**config.mk**
```make
export PLATFORM = sky130hd
export DESIGN_NAME = lane_pulse_collector
export DESIGN_NICKNAME = d
export VERILOG_FILES = /design/src/rtl/lane_pulse_collector.sv
export SDC_FILE = /design/constraint.sdc
export NUM_CORES = 1
export LEC_CHECK = 0
export CORE_ASPECT_RATIO = 0.8
export CORE_UTILIZATION = 53
export CTS_CLUSTER_DIAMETER = 100
export CTS_CLUSTER_SIZE = 16
export DETAILED_ROUTE_END_ITERATION = 8
export PLACE_DENSITY = 0.74
export SETUP_SLACK_MARGIN = 0.15
export SYNTH_ARGS = -nofsm -noshare
export SYNTH_HDL_FRONTEND = slang
export SYNTH_SLANG_ARGS = --single-unit
export TNS_END_PERCENT = 30
```
**constraint.sdc**
```tcl
create_clock -name clk -period 9.85 [get_ports clk]
set_input_delay 0.985 -clock clk [delete_from_list [all_inputs] [get_ports clk]]
set_output_delay 0.985 -clock clk [all_outputs]
set_load 0.01 [all_outputs]
```
**src/rtl/lane_pulse_collector.sv**
```systemverilog
// Per-lane saturating pulse counters, drained round-robin as (lane, count, sat)
// records over a valid/ready interface. Counts taken out are subtracted, never cleared.
module lane_pulse_collector #(
  parameter int LANES  = 4,
  parameter int CNT_W  = 8,
  parameter int LANE_W = $clog2(LANES)
) (
  input  logic              clk,
  input  logic              rst_n,
  input  logic [LANES-1:0]  pulse_i,
  output logic              out_valid,
  input  logic              out_ready,
  output logic [LANE_W-1:0] out_lane,
  output logic [CNT_W-1:0]  out_count,
  output logic              out_sat
);

  localparam logic [CNT_W-1:0]  CNT_MAX   = '1;
  localparam logic [LANE_W:0]   LANES_V   = (LANE_W+1)'(LANES);
  localparam logic [LANE_W-1:0] LAST_LANE = LANE_W'(LANES-1);

  typedef enum logic {ST_IDLE, ST_PRESENT} state_t;

  state_t            r_state;
  logic [LANE_W-1:0] r_ptr;

  logic [CNT_W-1:0]  w_cnt  [LANES];
  logic [LANES-1:0]  w_sat;
  logic [LANE_W:0]   w_dist [LANES];
  logic              w_handshake;

  assign w_handshake = out_valid && out_ready;

  generate
    for (genvar gi = 0; gi < LANES; gi++) begin : g_lane
      localparam logic [LANE_W:0] LANE_IDX = (LANE_W+1)'(gi);

      logic [CNT_W-1:0] r_cnt;
      logic             r_sat;
      logic             w_take;
      logic [CNT_W-1:0] w_base;
      logic [CNT_W:0]   w_sum;

      // The snapshot is removed before this cycle's pulse is added.
      assign w_take = w_handshake && (out_lane == LANE_W'(gi));
      assign w_base = w_take ? (r_cnt - out_count) : r_cnt;
      assign w_sum  = {1'b0, w_base} + {{CNT_W{1'b0}}, pulse_i[gi]};

      always_ff @(posedge clk or negedge rst_n) begin
        if (!rst_n) begin
          r_cnt <= '0;
          r_sat <= 1'b0;
        end else if (w_sum[CNT_W]) begin
          r_cnt <= CNT_MAX;
          r_sat <= 1'b1;
        end else begin
          r_cnt <= w_sum[CNT_W-1:0];
          if (w_take) begin
            r_sat <= 1'b0;
          end
        end
      end

      assign w_cnt[gi] = r_cnt;
      assign w_sat[gi] = r_sat;

      // Distance from the search pointer, wrapping at LANES (not a power of two in general).
      assign w_dist[gi] = (LANE_IDX >= {1'b0, r_ptr}) ? (LANE_IDX - {1'b0, r_ptr})
                                                      : (LANE_IDX + LANES_V - {1'b0, r_ptr});
    end
  endgenerate

  logic              w_found;
  logic [LANE_W-1:0] w_sel_lane;
  logic [CNT_W-1:0]  w_sel_cnt;
  logic              w_sel_sat;
  logic [LANE_W:0]   w_best;

  // Non-zero lane closest to the pointer wins.
  always_comb begin
    w_found    = 1'b0;
    w_sel_lane = '0;
    w_sel_cnt  = '0;
    w_sel_sat  = 1'b0;
    w_best     = '0;
    for (int j = 0; j < LANES; j++) begin
      if ((w_cnt[j] != '0) && (!w_found || (w_dist[j] < w_best))) begin
        w_found    = 1'b1;
        w_sel_lane = LANE_W'(j);
        w_sel_cnt  = w_cnt[j];
        w_sel_sat  = w_sat[j];
        w_best     = w_dist[j];
      end
    end
  end

  always_ff @(posedge clk or negedge rst_n) begin
    if (!rst_n) begin
      r_state   <= ST_IDLE;
      r_ptr     <= '0;
      out_valid <= 1'b0;
      out_lane  <= '0;
      out_count <= '0;
      out_sat   <= 1'b0;
    end else begin
      case (r_state)
        ST_IDLE: begin
          if (w_found) begin
            out_valid <= 1'b1;
            out_lane  <= w_sel_lane;
            out_count <= w_sel_cnt;
            out_sat   <= w_sel_sat;
            r_state   <= ST_PRESENT;
          end
        end
        ST_PRESENT: begin
          if (out_ready) begin
            out_valid <= 1'b0;
            r_ptr     <= (out_lane == LAST_LANE) ? '0 : out_lane + 1'b1;
            r_state   <= ST_IDLE;
          end
        end
        default: r_state <= ST_IDLE;
      endcase
    end
  end

endmodule
```
# Yosys cells after proc, flatten, opt, wreduce, memory -nomap -nowiden
# Index checks and enable logic that the tools add are counted.
# W data, S select, Z words.
[totals]
ff_bits = 51
inputBits = 7
elab_cells = 112
[classes]
addsub = 16
magnitude_cmp = 6
n_eq_ne = 5
muxes = 44
n_bitwise = 1
n_reduce_logical = 26
[op_table]
columns = ["operator", "n"]
rows = [
  ["$mux W8", 12],
  ["$add A8 B1 Y9", 4],
  ["$reduce_bool A8 Y1", 4],
  ["$sub A8 B8 Y8", 4],
  ["$mux W1", 21],
  ["$mux W3", 6],
  ["$lt A3 B3 Y1", 3],
  ["$sub A3 B2 Y3 const A", 3],
  ["$logic_and A1 B1 Y1", 8],
  ["$reduce_bool A2 Y1", 4],
  ["$mux W2", 3],
  ["$reduce_and A2 Y1", 3],
  ["$sub A1 B2 Y3 const A", 2],
  ["$sub A2 B2 Y3 const A", 2],
  ["$eq A2 B2 Y1 const B", 2],
  ["$ge A1 B2 Y1 const A", 2],
  ["$ne A2 B2 Y1 const B", 2],
  ["$pmux W1 S2", 2],
  ["$logic_not A1 Y1", 3],
  ["$logic_or A1 B1 Y1", 3],
  ["$add A2 B1 Y2 const B", 1],
  ["$eq A2 B1 Y1 const B", 1],
  ["$ge A2 B2 Y1 const A", 1],
  ["$logic_not A2 Y1", 1],
  ["$not A1 Y1", 1],
]

# Logic depth before layout (Yosys ltp)
[depth]
ltp_word = 17
ltp_mapped = 22
depth_no_buf = 19

# Least setup slack after synthesis
# OpenSTA, ideal clock, no wires.
[synth_timing]
path_kind = "register to register"
from = "reg r_ptr[0]"
to = "reg out_count[0]"
t_arrival_ps = 4312
slack_ps = 5416
stages_incl_launch_ff = 23
cell_sequence = "dfrtp_1 inv_1 ha_1 o21ai_0 a22o_1 buf_2 nand2_1 mux2i_1 ha_1 o21a_1 or2_2 a221o_1 clkbuf_1 nand2_1 o21ai_0 ha_1 nand2b_1 a221o_1 o221a_2 a21boi_4 buf_6 a311o_1 a21oi_1"
[synth_between]
elab_chain_len = 16
[synth_lines]
columns = ["element", "line_no", "rtl"]
rows = [
  ["start: declaration", "25", "logic [LANE_W-1:0] r_ptr;"],
  ["start signal: assignment", "119", "r_ptr <= (out_lane == LAST_LANE) ? '0 : out_lane + 1'b1;"],
  ["$sub A3 B2 Y3 (tied with other cells)", "69", ": (LANE_IDX + LANES_V - {1'b0, r_ptr});"],
  ["$mux W3", "68", "assign w_dist[gi] = (LANE_IDX >= {1'b0, r_ptr}) ? (LANE_IDX - {1'b0, r_ptr})"],
  ["$mux W3", "87", "if ((w_cnt[j] != '0) && (!w_found || (w_dist[j] < w_best))) begin"],
  ["$lt A3 B3 Y1", "87", ""],
  ["$logic_or A1 B1 Y1", "87", ""],
  ["$logic_and A1 B1 Y1", "87", ""],
  ["$mux W3 / $mux W1 (equally long branches)", "87", ""],
  ["$lt A3 B3 Y1 / $logic_not A1 Y1 (equally long branches)", "87", ""],
  ["$logic_or A1 B1 Y1", "87", ""],
  ["$logic_and A1 B1 Y1", "87", ""],
  ["$mux W3 / $mux W1 (equally long branches)", "87", ""],
  ["$lt A3 B3 Y1 / $logic_not A1 Y1 (equally long branches)", "87", ""],
  ["$logic_or A1 B1 Y1", "87", ""],
  ["$logic_and A1 B1 Y1", "87", ""],
  ["$mux W1", "87", ""],
  ["$reduce_and A2 Y1 (no line)", "-", ""],
  ["end signal: assignment", "111", "out_count <= w_sel_cnt;"],
  ["end: declaration", "14", "output logic [CNT_W-1:0] out_count,"],
]
# Parallel ways exist; a longest one is shown, timed or not.
# A chain may end at the register's enable or synchronous reset.

# Worst setup path in the final report
[layout_timing]
from = "reg r_ptr[0]"
to = "reg out_count[4]"
# Same word-level chain as after synthesis.

==> impl_metrics.tcl <==
set metrics [dict create \
    outcome "complete, no violations" \
    timing.final.crit_share 0.537 \
    drtPass1Iterations 5 \
    antenna_left 0 \
    grt_pass1_wl_um 21000 \
    drt_wl_total_um 12800 \
    arrival_ns 5.43 \
    ys_types 75 \
    fmax_ghz 0.189 \
    gp_congestion 0.932 \
    syn_nets 635 \
    finClkSkew_ns 0.00983 \
    end_kind "flop" \
    relSlewSlack 0.513 \
    numCtsBuffers 5 \
    clock_sinks 51 \
    crit_required_ns 9.99 \
    dpl_worst_slack_ns 4.68 \
    io_pins 19 \
    ys_ff_latch 51 \
    htreeDepth 2 \
    ys_seq_area_frac 0.265 \
    syn-cell-area_um2 4820 \
    drive_above_1_share 0.0462 \
    row_count 30 \
    nets 641 \
    cts_hold_buf 0 \
    die_area_um2 9490 \
    area_growth_pct 8.20 \
    hold_viol_final 0 \
    die_h_um 87.3 \
    cp_slowest_stage_delay_ns 0.63 \
    path_class "flop to flop" \
    worst_slack_ns 4.56 \
    finalCriticalPeriod_ns 5.29 \
    rsz0062_at_grt "false" \
    tns_ns 0 \
    vias_per_cell 6.46 \
    clockBufferDepth 2 \
    syn_inst 578 \
    stdcell_count 697 \
    fillers 753 \
    insertion_delay_ns 0.30 \
    fin_area_um2 5220 \
    path_max_fanout 22 \
    drc 0 \
    synth-edff-count 0 \
    synth_area_per_cell_um2 8.34 \
    grt_start_max_net_pins 52 \
    synth-main-ff-cell "dfrtp_1" \
    cts_root_buf "clkbuf_16" \
    final-seq-area_um2 1280 \
    async_flop_share 1.00 \
    antenna_found_initial 0 \
    drt_iter0_drc 292 \
    maxCapViolCount 0 \
    grt_overflow 0 \
    ys_warn_count 0 \
    worst_pin_slew_ns 0.730 \
    startpoint_type "flop" \
    crit_top_cell "ha_1" \
    antenna_cells 0 \
    dp.cells 689 \
    multi_input_area_um2 3360 \
    initial_core_util 0.556 \
    track_usage 0.287 \
    io_buffers 18 \
    wl_per_cell_um 18.4 \
    coreArea_um2 8670 \
    post-cts-setup-buffers 0 \
    slowest_stage "a221o_1" \
    via_count 4500 \
    cts_tree "done" \
    path_clk_slew_ns 0.07 \
    grt_pass1_vias 4182 \
    hold_path.class "flop to flop" \
    dp_hpwl_um 9670 \
    drv_slew 0 \
    die_w_um 109 \
    worstPathCellList "inv_1 -> ha_1 -> o21ai_0 -> a22o_1 -> nand2_1 -> mux2i_1 -> ha_1 -> o21a_1 -> or2_2 -> a221o_1 -> nand2_1 -> o21ai_0 -> ha_1 -> nand2b_1 -> a221o_1 -> o221a_2 -> a21boi_4 -> a311o_1 -> a22oi_1" \
    cts_resized 0 \
    setup_viol 0 \
    place_area_um2 5050 \
]
-- final cells by class --
cell class	count	area share
Multi-Input combinational cell	482	0.643
Sequential cell	51	0.245
Timing Repair Buffer	19	0.0350
Tap cell	112	0.0269
Clock buffer	5	0.0240
Inverter	25	0.0180
Clock inverter	3	0.00839
-- metal layers --
| metal | vias to the layer above | share of wire | GRT usage |
|---|---|---|---|
| met4 | 0 | 0.022 | 0.0885 |
| met2 | 135 | 0.44 | 0.452 |
| met5 | - | 0 | 0 |
| met3 | 21 | 0.060 | 0.0441 |
| met1 | 2164 | 0.48 | 0.404 |
| li1 | 2180 | - | - |
-- synth_stat cells (3+ instances only) --
library cell | instances | area [um2]
nand4_1 | 5 | 31.3
xnor2_1 | 12 | 105
mux2i_1 | 10 | 100
or4_1 | 3 | 22.5
o21ai_0 | 18 | 90.1
o211ai_1 | 8 | 60.1
nor2_1 | 37 | 139
nor3_1 | 15 | 75.1
a311o_1 | 5 | 50.1
xor2_1 | 5 | 43.8
nand2b_1 | 9 | 56.3
a31oi_1 | 8 | 50.1
a211oi_1 | 9 | 67.6
clkbuf_1 | 13 | 48.8
a21oi_1 | 29 | 145
nand3_1 | 20 | 100
inv_1 | 25 | 93.8
fa_1 | 4 | 80.1
o21bai_1 | 5 | 37.5
and2_1 | 6 | 37.5
nand2_1 | 76 | 285
or2_2 | 3 | 18.8
o21ai_1 | 10 | 50.1
ha_1 | 46 | 576
a22oi_1 | 9 | 67.6
nor2b_1 | 8 | 50.1
o31a_1 | 4 | 35.0
or2_1 | 4 | 25.0
buf_2 | 5 | 25.0
and3_1 | 17 | 106
o31ai_1 | 5 | 37.5
or3_1 | 6 | 37.5
nor4_1 | 7 | 43.8
nand3b_1 | 3 | 22.5
dfrtp_1 | 51 | 1280
a211o_1 | 5 | 43.8
a21o_1 | 7 | 52.6
o21a_1 | 13 | 97.6
-- stage by stage --
stage / util / hold slack [ns]
3_3_place_gp: 0.582 / 0.495
3_5_place_dp: 0.582 / 0.486
2_1_floorplan: - / 0.442
6_report: 0.602 / 0.508
4_1_cts: 0.602 / 0.504
5_1_grt: 0.602 / 0.530
-- critical path: cells and delay by family (launching register included) --
| family | cells | cell delay (ns) |
|---|---|---|
| buffers and inverters | 1 | 0.08 |
| multiplexers | 1 | 0.27 |
| flip-flops | 1 | 0.50 |
| AO/OA/AOI/OAI | 10 | 2.53 |
| AND/OR/NAND/NOR | 4 | 0.90 |
| adder cells (fa/ha/maj) | 3 | 0.84 |
-- layout by cell type (no fill, tap or decap), types with 4 or more instances in the layout --
cell and n:
a211o_1 5, a211oi_1 9, a21o_1 7, a21oi_1 29, a22oi_1 9, a311o_1 5
a31oi_1 8, and2_1 6, and3_1 17, clkbuf_16 5, clkdlybuf4s50_1 17, dfrtp_1 51
fa_1 4, ha_1 46, inv_1 25, mux2i_1 10, nand2_1 76, nand2b_1 9
nand3_1 20, nand4_1 5, nor2_1 37, nor2b_1 8, nor3_1 15, nor4_1 7
o211ai_1 8, o21a_1 13, o21ai_0 18, o21ai_1 10, o21bai_1 5, o31a_1 4
o31ai_1 5, or2_1 4, or3_1 6, xnor2_1 12, xor2_1 5
-- path summary, 6_finish.rpt --
path                                 start                 end  slack, ns  depth (start not counted)
max                               r_ptr[0]        out_count[4]       4.56                         19
min                        g_lane[3].r_sat     g_lane[3].r_sat       0.51                          2
max reg2reg                       r_ptr[0]        out_count[4]       4.56                         19
min reg2reg                g_lane[3].r_sat     g_lane[3].r_sat       0.51                          2
max in group asynchronous            rst_n  g_lane[0].r_cnt[3]       8.57                          2
min in group asynchronous            rst_n  g_lane[1].r_cnt[7]       0.79                          2
-- state kept, by name (all words and copies together), names as in the netlist --
register,flops
g_lane.r_cnt,32
g_lane.r_sat,4
out_count,8
out_lane,2
out_sat,1
out_valid,1
r_ptr,2
r_state,1
-- cell families after synthesis --
kind of cell | count (synthesis) | synth area share
multiplexers | 12 | 0.0254
buffers and inverters | 45 | 0.0394
flip-flops | 51 | 0.265
AO/OA/AOI/OAI | 165 | 0.245
adder cells (fa/ha/maj) | 50 | 0.136
XOR/XNOR | 17 | 0.0309
AND/OR/NAND/NOR | 238 | 0.259
Power is left out: the tool's default activity adds up to more than one toggle a clock period on the data nets, which glitch-free logic cannot reach.
